**config.mk**
```make
export PLATFORM = sky130hd
export DESIGN_NAME = register_bank_32_flat
export DESIGN_NICKNAME = d
export VERILOG_FILES = /design/src/rtl/register_bank_32_if.sv /design/src/rtl/register_bank_32.sv /design/src/flat_wrapper.sv
export SDC_FILE = /design/constraint.sdc
export NUM_CORES = 1
export LEC_CHECK = 0
export CAP_MARGIN = 5
export CORE_AREA = 2 2 437 439
export DETAILED_ROUTE_END_ITERATION = 16
export DIE_AREA = 0 0 439 441
export PLACE_DENSITY = 0.42
export SLEW_MARGIN = 20
export SYNTH_ARGS = -nofsm -noshare
export SYNTH_HDL_FRONTEND = slang
export SYNTH_SLANG_ARGS = --single-unit
```
**constraint.sdc**
```tcl
create_clock -name clk_i -period 2.3 [get_ports clk_i]
set_input_delay 0.46 -clock clk_i [delete_from_list [all_inputs] [get_ports clk_i]]
set_output_delay 0.46 -clock clk_i [all_outputs]
set_load 0.05 [all_outputs]
```
**src/rtl/register_bank_32_if.sv**
```systemverilog
`default_nettype none
// ============================================================================
// Module      : register_bank_32_if
// Description : Write-back and issue bus for register_bank_32.
//               master : pipeline side, drives write-back and issue strobes,
//                        receives busy scoreboard and write counter.
//               slave  : register bank side.
//               Signals:
//                 wr_en_i / wr_addr_i / wr_data_i : write-back port
//                 issue_en_i / issue_rd_i         : issue destination port
//                 busy_o                          : pending-write scoreboard
//                 wr_count_o                      : saturating write counter
// Revision    : 1.0 - initial release
// ============================================================================
interface register_bank_32_if #(
    parameter int DATA_WIDTH = 32,
    parameter int ADDR_WIDTH = 5
);
    logic                       wr_en_i;
    logic [ADDR_WIDTH-1:0]      wr_addr_i;
    logic [DATA_WIDTH-1:0]      wr_data_i;
    logic                       issue_en_i;
    logic [ADDR_WIDTH-1:0]      issue_rd_i;
    logic [(2**ADDR_WIDTH)-1:0] busy_o;
    logic [15:0]                wr_count_o;

    modport master (
        output wr_en_i,
        output wr_addr_i,
        output wr_data_i,
        output issue_en_i,
        output issue_rd_i,
        input  busy_o,
        input  wr_count_o
    );

    modport slave (
        input  wr_en_i,
        input  wr_addr_i,
        input  wr_data_i,
        input  issue_en_i,
        input  issue_rd_i,
        output busy_o,
        output wr_count_o
    );
endinterface
`default_nettype wire

```
**src/rtl/register_bank_32.sv**
```systemverilog
`default_nettype none
// ============================================================================
// Module      : register_bank_32
// Description : 32 x 32-bit architectural register bank feeding the register
//               file read mux. Register 0 reads as zero and ignores writes.
//               Includes the write-address decoder, a saturating 16-bit count
//               of accepted writes and a busy scoreboard marking registers
//               with an in-flight write (set on issue, cleared on write-back,
//               issue wins when both hit the same register on one edge).
// Ports       : clk_i      - rising-edge clock
//               rst_n_i    - asynchronous active-low reset
//               bus        - register_bank_32_if.slave (write-back, issue,
//                            busy scoreboard, write counter)
//               reg0_o..reg31_o - register contents, to mux in0..in31
// Options     : REGBANK_WRITE_BYPASS_EN - when defined, regN_o presents
//               wr_data_i combinationally while that register is being
//               written (0-cycle read-after-write). Storage and busy_o are
//               unchanged by the option.
// Revision    : 1.0 - initial release
// ============================================================================
module register_bank_32 #(
    parameter int DATA_WIDTH = 32,
    parameter int ADDR_WIDTH = 5
) (
    input  wire logic                  clk_i,
    input  wire logic                  rst_n_i,
    register_bank_32_if.slave          bus,
    output logic [DATA_WIDTH-1:0]      reg0_o,
    output logic [DATA_WIDTH-1:0]      reg1_o,
    output logic [DATA_WIDTH-1:0]      reg2_o,
    output logic [DATA_WIDTH-1:0]      reg3_o,
    output logic [DATA_WIDTH-1:0]      reg4_o,
    output logic [DATA_WIDTH-1:0]      reg5_o,
    output logic [DATA_WIDTH-1:0]      reg6_o,
    output logic [DATA_WIDTH-1:0]      reg7_o,
    output logic [DATA_WIDTH-1:0]      reg8_o,
    output logic [DATA_WIDTH-1:0]      reg9_o,
    output logic [DATA_WIDTH-1:0]      reg10_o,
    output logic [DATA_WIDTH-1:0]      reg11_o,
    output logic [DATA_WIDTH-1:0]      reg12_o,
    output logic [DATA_WIDTH-1:0]      reg13_o,
    output logic [DATA_WIDTH-1:0]      reg14_o,
    output logic [DATA_WIDTH-1:0]      reg15_o,
    output logic [DATA_WIDTH-1:0]      reg16_o,
    output logic [DATA_WIDTH-1:0]      reg17_o,
    output logic [DATA_WIDTH-1:0]      reg18_o,
    output logic [DATA_WIDTH-1:0]      reg19_o,
    output logic [DATA_WIDTH-1:0]      reg20_o,
    output logic [DATA_WIDTH-1:0]      reg21_o,
    output logic [DATA_WIDTH-1:0]      reg22_o,
    output logic [DATA_WIDTH-1:0]      reg23_o,
    output logic [DATA_WIDTH-1:0]      reg24_o,
    output logic [DATA_WIDTH-1:0]      reg25_o,
    output logic [DATA_WIDTH-1:0]      reg26_o,
    output logic [DATA_WIDTH-1:0]      reg27_o,
    output logic [DATA_WIDTH-1:0]      reg28_o,
    output logic [DATA_WIDTH-1:0]      reg29_o,
    output logic [DATA_WIDTH-1:0]      reg30_o,
    output logic [DATA_WIDTH-1:0]      reg31_o
);

    localparam int              c_NUM_REGS    = 2**ADDR_WIDTH;
    localparam int              c_COUNT_WIDTH = 16;
    localparam [c_COUNT_WIDTH-1:0] c_COUNT_MAX = {c_COUNT_WIDTH{1'b1}};

    // ------------------------------------------------------------------------
    // Storage. Register 0 has no flop at all; its output is tied to zero.
    // ------------------------------------------------------------------------
    logic [DATA_WIDTH-1:0]    r_regs [1:c_NUM_REGS-1];
    logic [c_NUM_REGS-1:1]    r_busy;
    logic [c_COUNT_WIDTH-1:0] r_wr_count;

    // One-hot write and issue selects, bit 0 intentionally absent so that
    // address 0 can never enable anything.
    logic [c_NUM_REGS-1:1]    w_wr_dec;
    logic [c_NUM_REGS-1:1]    w_iss_dec;
    logic                     w_wr_accept;

    logic [DATA_WIDTH-1:0]    w_reg_view [0:c_NUM_REGS-1];

    // ------------------------------------------------------------------------
    // Write / issue address decode
    // ------------------------------------------------------------------------
    assign w_wr_accept = bus.wr_en_i && (bus.wr_addr_i != '0);

    always_comb begin
        w_wr_dec  = '0;
        w_iss_dec = '0;
        for (int i = 1; i < c_NUM_REGS; i++) begin
            w_wr_dec[i]  = bus.wr_en_i    && (bus.wr_addr_i  == ADDR_WIDTH'(i));
            w_iss_dec[i] = bus.issue_en_i && (bus.issue_rd_i == ADDR_WIDTH'(i));
        end
    end

    // ------------------------------------------------------------------------
    // Register storage: exactly one register loads per accepted write.
    // ------------------------------------------------------------------------
    always_ff @(posedge clk_i or negedge rst_n_i) begin
        if (!rst_n_i) begin
            for (int i = 1; i < c_NUM_REGS; i++) begin
                r_regs[i] <= '0;
            end
        end else begin
            for (int i = 1; i < c_NUM_REGS; i++) begin
                if (w_wr_dec[i]) begin
                    r_regs[i] <= bus.wr_data_i;
                end
            end
        end
    end

    // ------------------------------------------------------------------------
    // Busy scoreboard. Issue is checked first: a new issue to the register
    // being written back belongs to a younger instruction, so the register
    // must stay busy even though the older result is stored.
    // ------------------------------------------------------------------------
    always_ff @(posedge clk_i or negedge rst_n_i) begin
        if (!rst_n_i) begin
            r_busy <= '0;
        end else begin
            for (int i = 1; i < c_NUM_REGS; i++) begin
                if (w_iss_dec[i]) begin
                    r_busy[i] <= 1'b1;
                end else if (w_wr_dec[i]) begin
                    r_busy[i] <= 1'b0;
                end
            end
        end
    end

    assign bus.busy_o = {r_busy, 1'b0};

    // ------------------------------------------------------------------------
    // Accepted-write counter, holds at all-ones instead of wrapping.
    // ------------------------------------------------------------------------
    always_ff @(posedge clk_i or negedge rst_n_i) begin
        if (!rst_n_i) begin
            r_wr_count <= '0;
        end else if (w_wr_accept && (r_wr_count != c_COUNT_MAX)) begin
            r_wr_count <= r_wr_count + 1'b1;
        end
    end

    assign bus.wr_count_o = r_wr_count;

    // ------------------------------------------------------------------------
    // Read view presented to the mux
    // ------------------------------------------------------------------------
    assign w_reg_view[0] = '0;

    generate
        for (genvar g = 1; g < c_NUM_REGS; g++) begin : g_view
`ifdef REGBANK_WRITE_BYPASS_EN
            // Forward write-back data in the same cycle it is being written.
            assign w_reg_view[g] = w_wr_dec[g] ? bus.wr_data_i : r_regs[g];
`else
            assign w_reg_view[g] = r_regs[g];
`endif
        end
    endgenerate

    assign reg0_o  = w_reg_view[0];
    assign reg1_o  = w_reg_view[1];
    assign reg2_o  = w_reg_view[2];
    assign reg3_o  = w_reg_view[3];
    assign reg4_o  = w_reg_view[4];
    assign reg5_o  = w_reg_view[5];
    assign reg6_o  = w_reg_view[6];
    assign reg7_o  = w_reg_view[7];
    assign reg8_o  = w_reg_view[8];
    assign reg9_o  = w_reg_view[9];
    assign reg10_o = w_reg_view[10];
    assign reg11_o = w_reg_view[11];
    assign reg12_o = w_reg_view[12];
    assign reg13_o = w_reg_view[13];
    assign reg14_o = w_reg_view[14];
    assign reg15_o = w_reg_view[15];
    assign reg16_o = w_reg_view[16];
    assign reg17_o = w_reg_view[17];
    assign reg18_o = w_reg_view[18];
    assign reg19_o = w_reg_view[19];
    assign reg20_o = w_reg_view[20];
    assign reg21_o = w_reg_view[21];
    assign reg22_o = w_reg_view[22];
    assign reg23_o = w_reg_view[23];
    assign reg24_o = w_reg_view[24];
    assign reg25_o = w_reg_view[25];
    assign reg26_o = w_reg_view[26];
    assign reg27_o = w_reg_view[27];
    assign reg28_o = w_reg_view[28];
    assign reg29_o = w_reg_view[29];
    assign reg30_o = w_reg_view[30];
    assign reg31_o = w_reg_view[31];

endmodule
`default_nettype wire

```
**src/flat_wrapper.sv**
```systemverilog
// flat-port wrapper written by rule: the top's interface ports become plain ports
module register_bank_32_flat 
#(
    parameter int DATA_WIDTH = 32,
    parameter int ADDR_WIDTH = 5
)
  (clk_i, rst_n_i, reg0_o, reg1_o, reg2_o, reg3_o, reg4_o, reg5_o, reg6_o, reg7_o, reg8_o, reg9_o, reg10_o, reg11_o, reg12_o, reg13_o, reg14_o, reg15_o, reg16_o, reg17_o, reg18_o, reg19_o, reg20_o, reg21_o, reg22_o, reg23_o, reg24_o, reg25_o, reg26_o, reg27_o, reg28_o, reg29_o, reg30_o, reg31_o, bus_wr_en_i, bus_wr_addr_i, bus_wr_data_i, bus_issue_en_i, bus_issue_rd_i, bus_busy_o, bus_wr_count_o);
  register_bank_32_if #(.DATA_WIDTH(DATA_WIDTH), .ADDR_WIDTH(ADDR_WIDTH)) bus_i ();
  input  wire logic clk_i;
  input  wire logic rst_n_i;
  output logic [DATA_WIDTH-1:0] reg0_o;
  output logic [DATA_WIDTH-1:0] reg1_o;
  output logic [DATA_WIDTH-1:0] reg2_o;
  output logic [DATA_WIDTH-1:0] reg3_o;
  output logic [DATA_WIDTH-1:0] reg4_o;
  output logic [DATA_WIDTH-1:0] reg5_o;
  output logic [DATA_WIDTH-1:0] reg6_o;
  output logic [DATA_WIDTH-1:0] reg7_o;
  output logic [DATA_WIDTH-1:0] reg8_o;
  output logic [DATA_WIDTH-1:0] reg9_o;
  output logic [DATA_WIDTH-1:0] reg10_o;
  output logic [DATA_WIDTH-1:0] reg11_o;
  output logic [DATA_WIDTH-1:0] reg12_o;
  output logic [DATA_WIDTH-1:0] reg13_o;
  output logic [DATA_WIDTH-1:0] reg14_o;
  output logic [DATA_WIDTH-1:0] reg15_o;
  output logic [DATA_WIDTH-1:0] reg16_o;
  output logic [DATA_WIDTH-1:0] reg17_o;
  output logic [DATA_WIDTH-1:0] reg18_o;
  output logic [DATA_WIDTH-1:0] reg19_o;
  output logic [DATA_WIDTH-1:0] reg20_o;
  output logic [DATA_WIDTH-1:0] reg21_o;
  output logic [DATA_WIDTH-1:0] reg22_o;
  output logic [DATA_WIDTH-1:0] reg23_o;
  output logic [DATA_WIDTH-1:0] reg24_o;
  output logic [DATA_WIDTH-1:0] reg25_o;
  output logic [DATA_WIDTH-1:0] reg26_o;
  output logic [DATA_WIDTH-1:0] reg27_o;
  output logic [DATA_WIDTH-1:0] reg28_o;
  output logic [DATA_WIDTH-1:0] reg29_o;
  output logic [DATA_WIDTH-1:0] reg30_o;
  output logic [DATA_WIDTH-1:0] reg31_o;
  input wire logic [$bits(bus_i.wr_en_i)-1:0] bus_wr_en_i;
  input wire logic [$bits(bus_i.wr_addr_i)-1:0] bus_wr_addr_i;
  input wire logic [$bits(bus_i.wr_data_i)-1:0] bus_wr_data_i;
  input wire logic [$bits(bus_i.issue_en_i)-1:0] bus_issue_en_i;
  input wire logic [$bits(bus_i.issue_rd_i)-1:0] bus_issue_rd_i;
  output wire logic [$bits(bus_i.busy_o)-1:0] bus_busy_o;
  output wire logic [$bits(bus_i.wr_count_o)-1:0] bus_wr_count_o;
  assign bus_i.wr_en_i = bus_wr_en_i;
  assign bus_i.wr_addr_i = bus_wr_addr_i;
  assign bus_i.wr_data_i = bus_wr_data_i;
  assign bus_i.issue_en_i = bus_issue_en_i;
  assign bus_i.issue_rd_i = bus_issue_rd_i;
  assign bus_busy_o = bus_i.busy_o;
  assign bus_wr_count_o = bus_i.wr_count_o;
  register_bank_32 #(.DATA_WIDTH(DATA_WIDTH), .ADDR_WIDTH(ADDR_WIDTH)) u_core (.clk_i(clk_i), .rst_n_i(rst_n_i), .bus(bus_i), .reg0_o(reg0_o), .reg1_o(reg1_o), .reg2_o(reg2_o), .reg3_o(reg3_o), .reg4_o(reg4_o), .reg5_o(reg5_o), .reg6_o(reg6_o), .reg7_o(reg7_o), .reg8_o(reg8_o), .reg9_o(reg9_o), .reg10_o(reg10_o), .reg11_o(reg11_o), .reg12_o(reg12_o), .reg13_o(reg13_o), .reg14_o(reg14_o), .reg15_o(reg15_o), .reg16_o(reg16_o), .reg17_o(reg17_o), .reg18_o(reg18_o), .reg19_o(reg19_o), .reg20_o(reg20_o), .reg21_o(reg21_o), .reg22_o(reg22_o), .reg23_o(reg23_o), .reg24_o(reg24_o), .reg25_o(reg25_o), .reg26_o(reg26_o), .reg27_o(reg27_o), .reg28_o(reg28_o), .reg29_o(reg29_o), .reg30_o(reg30_o), .reg31_o(reg31_o));
endmodule
```
==> qor.yml <==
outcome:
  status: "complete, no violations"
detailed_routing:
  wire_per_inst_um: 27.3
  routed_wirelength_mm: 172
  drt-pass1-iter-count: 4
  vias: 25700
  drcViolationCount: 0
  vias_per_cell: 4.08
  postRouteAntennaNets: 0
  drt_iter0_drc: 961
critical_path:
  endpoint_kind: "output port"
  crit_buf_inv: 1
  crit_path_max_incr_delay_ps: 620
  cp.depth: 1
  worst-setup-path-type: "flop to output port"
  cp.required_ps: 1840
  crit_family: "buffers and inverters"
  cp_data_arrival_time_ps: 1760
  worstPathCellList: "clkdlybuf4s15_1"
  crit_start: "u_core.r_busy[9]"
  r2r_cells: 5
  critPathLaunchType: "flop"
  crit_end: "bus_busy_o[9]"
  rr_startpoint: "u_core.bus.wr_count_o[5]"
  r2r-end: "u_core.bus.wr_count_o[5]"
  crit_fanout: 2
  slowest_stage: "clkdlybuf4s15_1"
  r2r_slack_ps: 470
sta:
  slew_headroom: 0.267
  whs_ps: 213
  finalHoldViolCount: 0
  final-setup-viol-count: 0
  tightest_slew_ps: 1100
  maxClockFrequency_mhz: 450
  fin_skew_ps: 13.1
  slew_viol_final: 0
  post-route-min-period_ps: 2220
  post-route-period-util: 0.965
  tns_ps: 0
  rsz0062_at_grt: "no"
die:
  core-area_um2: 189000
  rows: 160
  die_h_um: 441
  die_w_um: 439
  die-area_um2: 194000
  start_util: 0.209
  ios: 1118
synth:
  avgSynthCellArea_um2: 16.2
  syn_area_um2: 39500
  seq_area_frac_synth: 0.658
  syn_inst: 2443
  yosysWarningCount: 0
  ys_ff_latch: 1039
  ys_types: 45
global_route:
  grt_first_pass_wirelength_mm: 234
  grt_antenna_before_repair: 8
  first_global_vias: 27000
  grt_max_degree: 88
  grt.overflow.total: 0
  track_usage: 0.174
clocking:
  numCtsBuffers: 132
  cts_tree: "built"
  htreeDepth: 4
  cts_max_path_buffers: 3
  clock_latency_ps: 790
  clock_sinks: 1039
  cts.clk_slew.worst_paths_ps: 60
  cts_setup_buffers: 0
  clockRootBuffer: "clkbuf_16"
power:
  vdd_ir_drop_max_mv: 0.542
  clkPwrFrac: 0.300
  seqPwrFrac: 0.344
  p_leak_uw: 0.0289
  internal_power_uw: 40400
  p_comb_frac: 0.356
  power_per_cell_area_nw_per_um2: 1180
  power_uw: 69000
  p_switching_uw: 28600
  sw_frac_of_total: 0.414
placed_design:
  place_inst: 6057
  place.gp.congestion: 0.748
  port_buffers: 1084
  hpwl_mm: 124
final_layout:
  fin_cells: 6298
  syn_to_final_growth_pct: 47.7
  layout-drive-gt1-share: 0.397
  post-route-util: 0.308
  final_net_count: 3728
min_path:
  hold_path.class: "primary input to flop"
flow_run:
  max-cap-violations: 0
==> cell usage after synthesis (all sizes together) <==
cell type | count | share of area
a22o | 11 | 0.0024
a32o | 1 | 0.00025
and2 | 2 | 0.00032
and3 | 6 | 0.00095
and4 | 2 | 0.00044
buf | 138 | 0.022
clkbuf | 100 | 0.0095
conb | 1 | 0.000095
dfrtp | 1039 | 0.66
ha | 1 | 0.00032
inv | 9 | 0.00086
mux2 | 993 | 0.28
nand2 | 20 | 0.0020
nand2b | 8 | 0.0014
nand3 | 8 | 0.0011
nand4 | 7 | 0.0011
nand4b | 3 | 0.00067
nor2 | 17 | 0.0022
nor2b | 4 | 0.00063
nor3 | 12 | 0.0016
nor3b | 5 | 0.00095
nor4 | 4 | 0.0012
nor4b | 1 | 0.00022
nor4bb | 1 | 0.00025
o211ai | 2 | 0.00051
o21ai | 25 | 0.0033
o22ai | 5 | 0.00079
o31a | 1 | 0.00022
or2 | 2 | 0.00032
or4 | 1 | 0.00019
xor2 | 14 | 0.0031
==> timing repair <==
item                       in CTS  in global routing
hold buffers                    1                  0
setup endpoints to repair     951                 18
pin swaps                       0                  0
hold endpoints to repair      226                  0
gates resized for setup      1060                 18
==> layer usage <==
metal / up-vias / GRT usage / routed length, µm
met5: - / 0 / 0
met4: 0 / 0.0535 / 4520
met3: 206 / 0.0580 / 12500
met1: 13600 / 0.203 / 67900
met2: 838 / 0.300 / 86900
li1: 11000 / - / -
==> worst min path at each step <==
stage / startpoint / endpoint / cells after the start
finish: bus_wr_data_i[6] / u_core.reg13_o[6] / 2
global route: bus_wr_data_i[2] / u_core.reg13_o[2] / 2
CTS: bus_wr_data_i[6] / u_core.reg13_o[6] / 2
detailed placement: rst_n_i / u_core.reg8_o[22] / 1
global placement: rst_n_i / u_core.reg8_o[22] / 1
floorplan: rst_n_i / u_core.bus.wr_count_o[0] / 0
==> final cells by class <==
class	instances	area [µm²]
Inverter	9	33.8
Antenna cell	7	17.5
Clock buffer	195	3810
Clock inverter	38	478
Fill cell	19400	131000
Multi-Input combinational cell	1189	12500
Tap cell	2511	3140
Sequential cell	1039	26000
Timing Repair Buffer	1310	12400
==> metrics by stage <==
step / setup slack (ps) / area [µm²]
finish: 79.9 / 58300
global route: 1.47 / 58300
CTS: 0.166 / 58300
detailed placement: -524 / 55100
global placement: -553 / 55100
floorplan: 276 / 39600
==> cells in the final DEF, fill, tap and decap left out, types with 8 or more instances in the layout <==
cell	instances
clkbuf_8	23
o21ai_0	24
mux2_2	923
xor2_1	14
nand2_1	9
nor3_1	11
clkinv_2	17
inv_1	9
clkdlybuf4s15_1	93
mux2_1	70
clkdlybuf4s50_1	29
dlygate4sd2_1	841
conb_1	33
clkbuf_1	38
buf_12	94
buf_4	219
clkbuf_16	134
nor2_1	8
dfrtp_1	1039
nor2_4	9
buf_2	15
clkdlybuf4s15_2	15
a22o_1	11
==> cell families after synthesis <==
family | Yosys count | synth area share
and+or+nand+nor | 103 | 0.0156
adders and majority gates | 1 | 0.000317
buffers and inverters | 247 | 0.0322
muxes | 993 | 0.283
DFF | 1039 | 0.658
AOI/OAI and AO/OA | 45 | 0.00747
xor gates and xnor gates | 14 | 0.00310
other | 1 | 0.0000949
==> power groups by stage <==
| stage | Combinational (µW) | Sequential, µW | Clock (µW) |
|---|---|---|---|
| 6_report | 24600 | 23700 | 20700 |
| 4_1_cts | 24900 | 23700 | 21500 |
| 2_1_floorplan | 3540 | 36700 | 0 |
| 5_1_grt | 25300 | 24200 | 22200 |
| 3_3_place_gp | 27000 | 24000 | 0 |
| 3_5_place_dp | 27000 | 24100 | 0 |
Note: power is estimated with default switching activity, not from simulation.
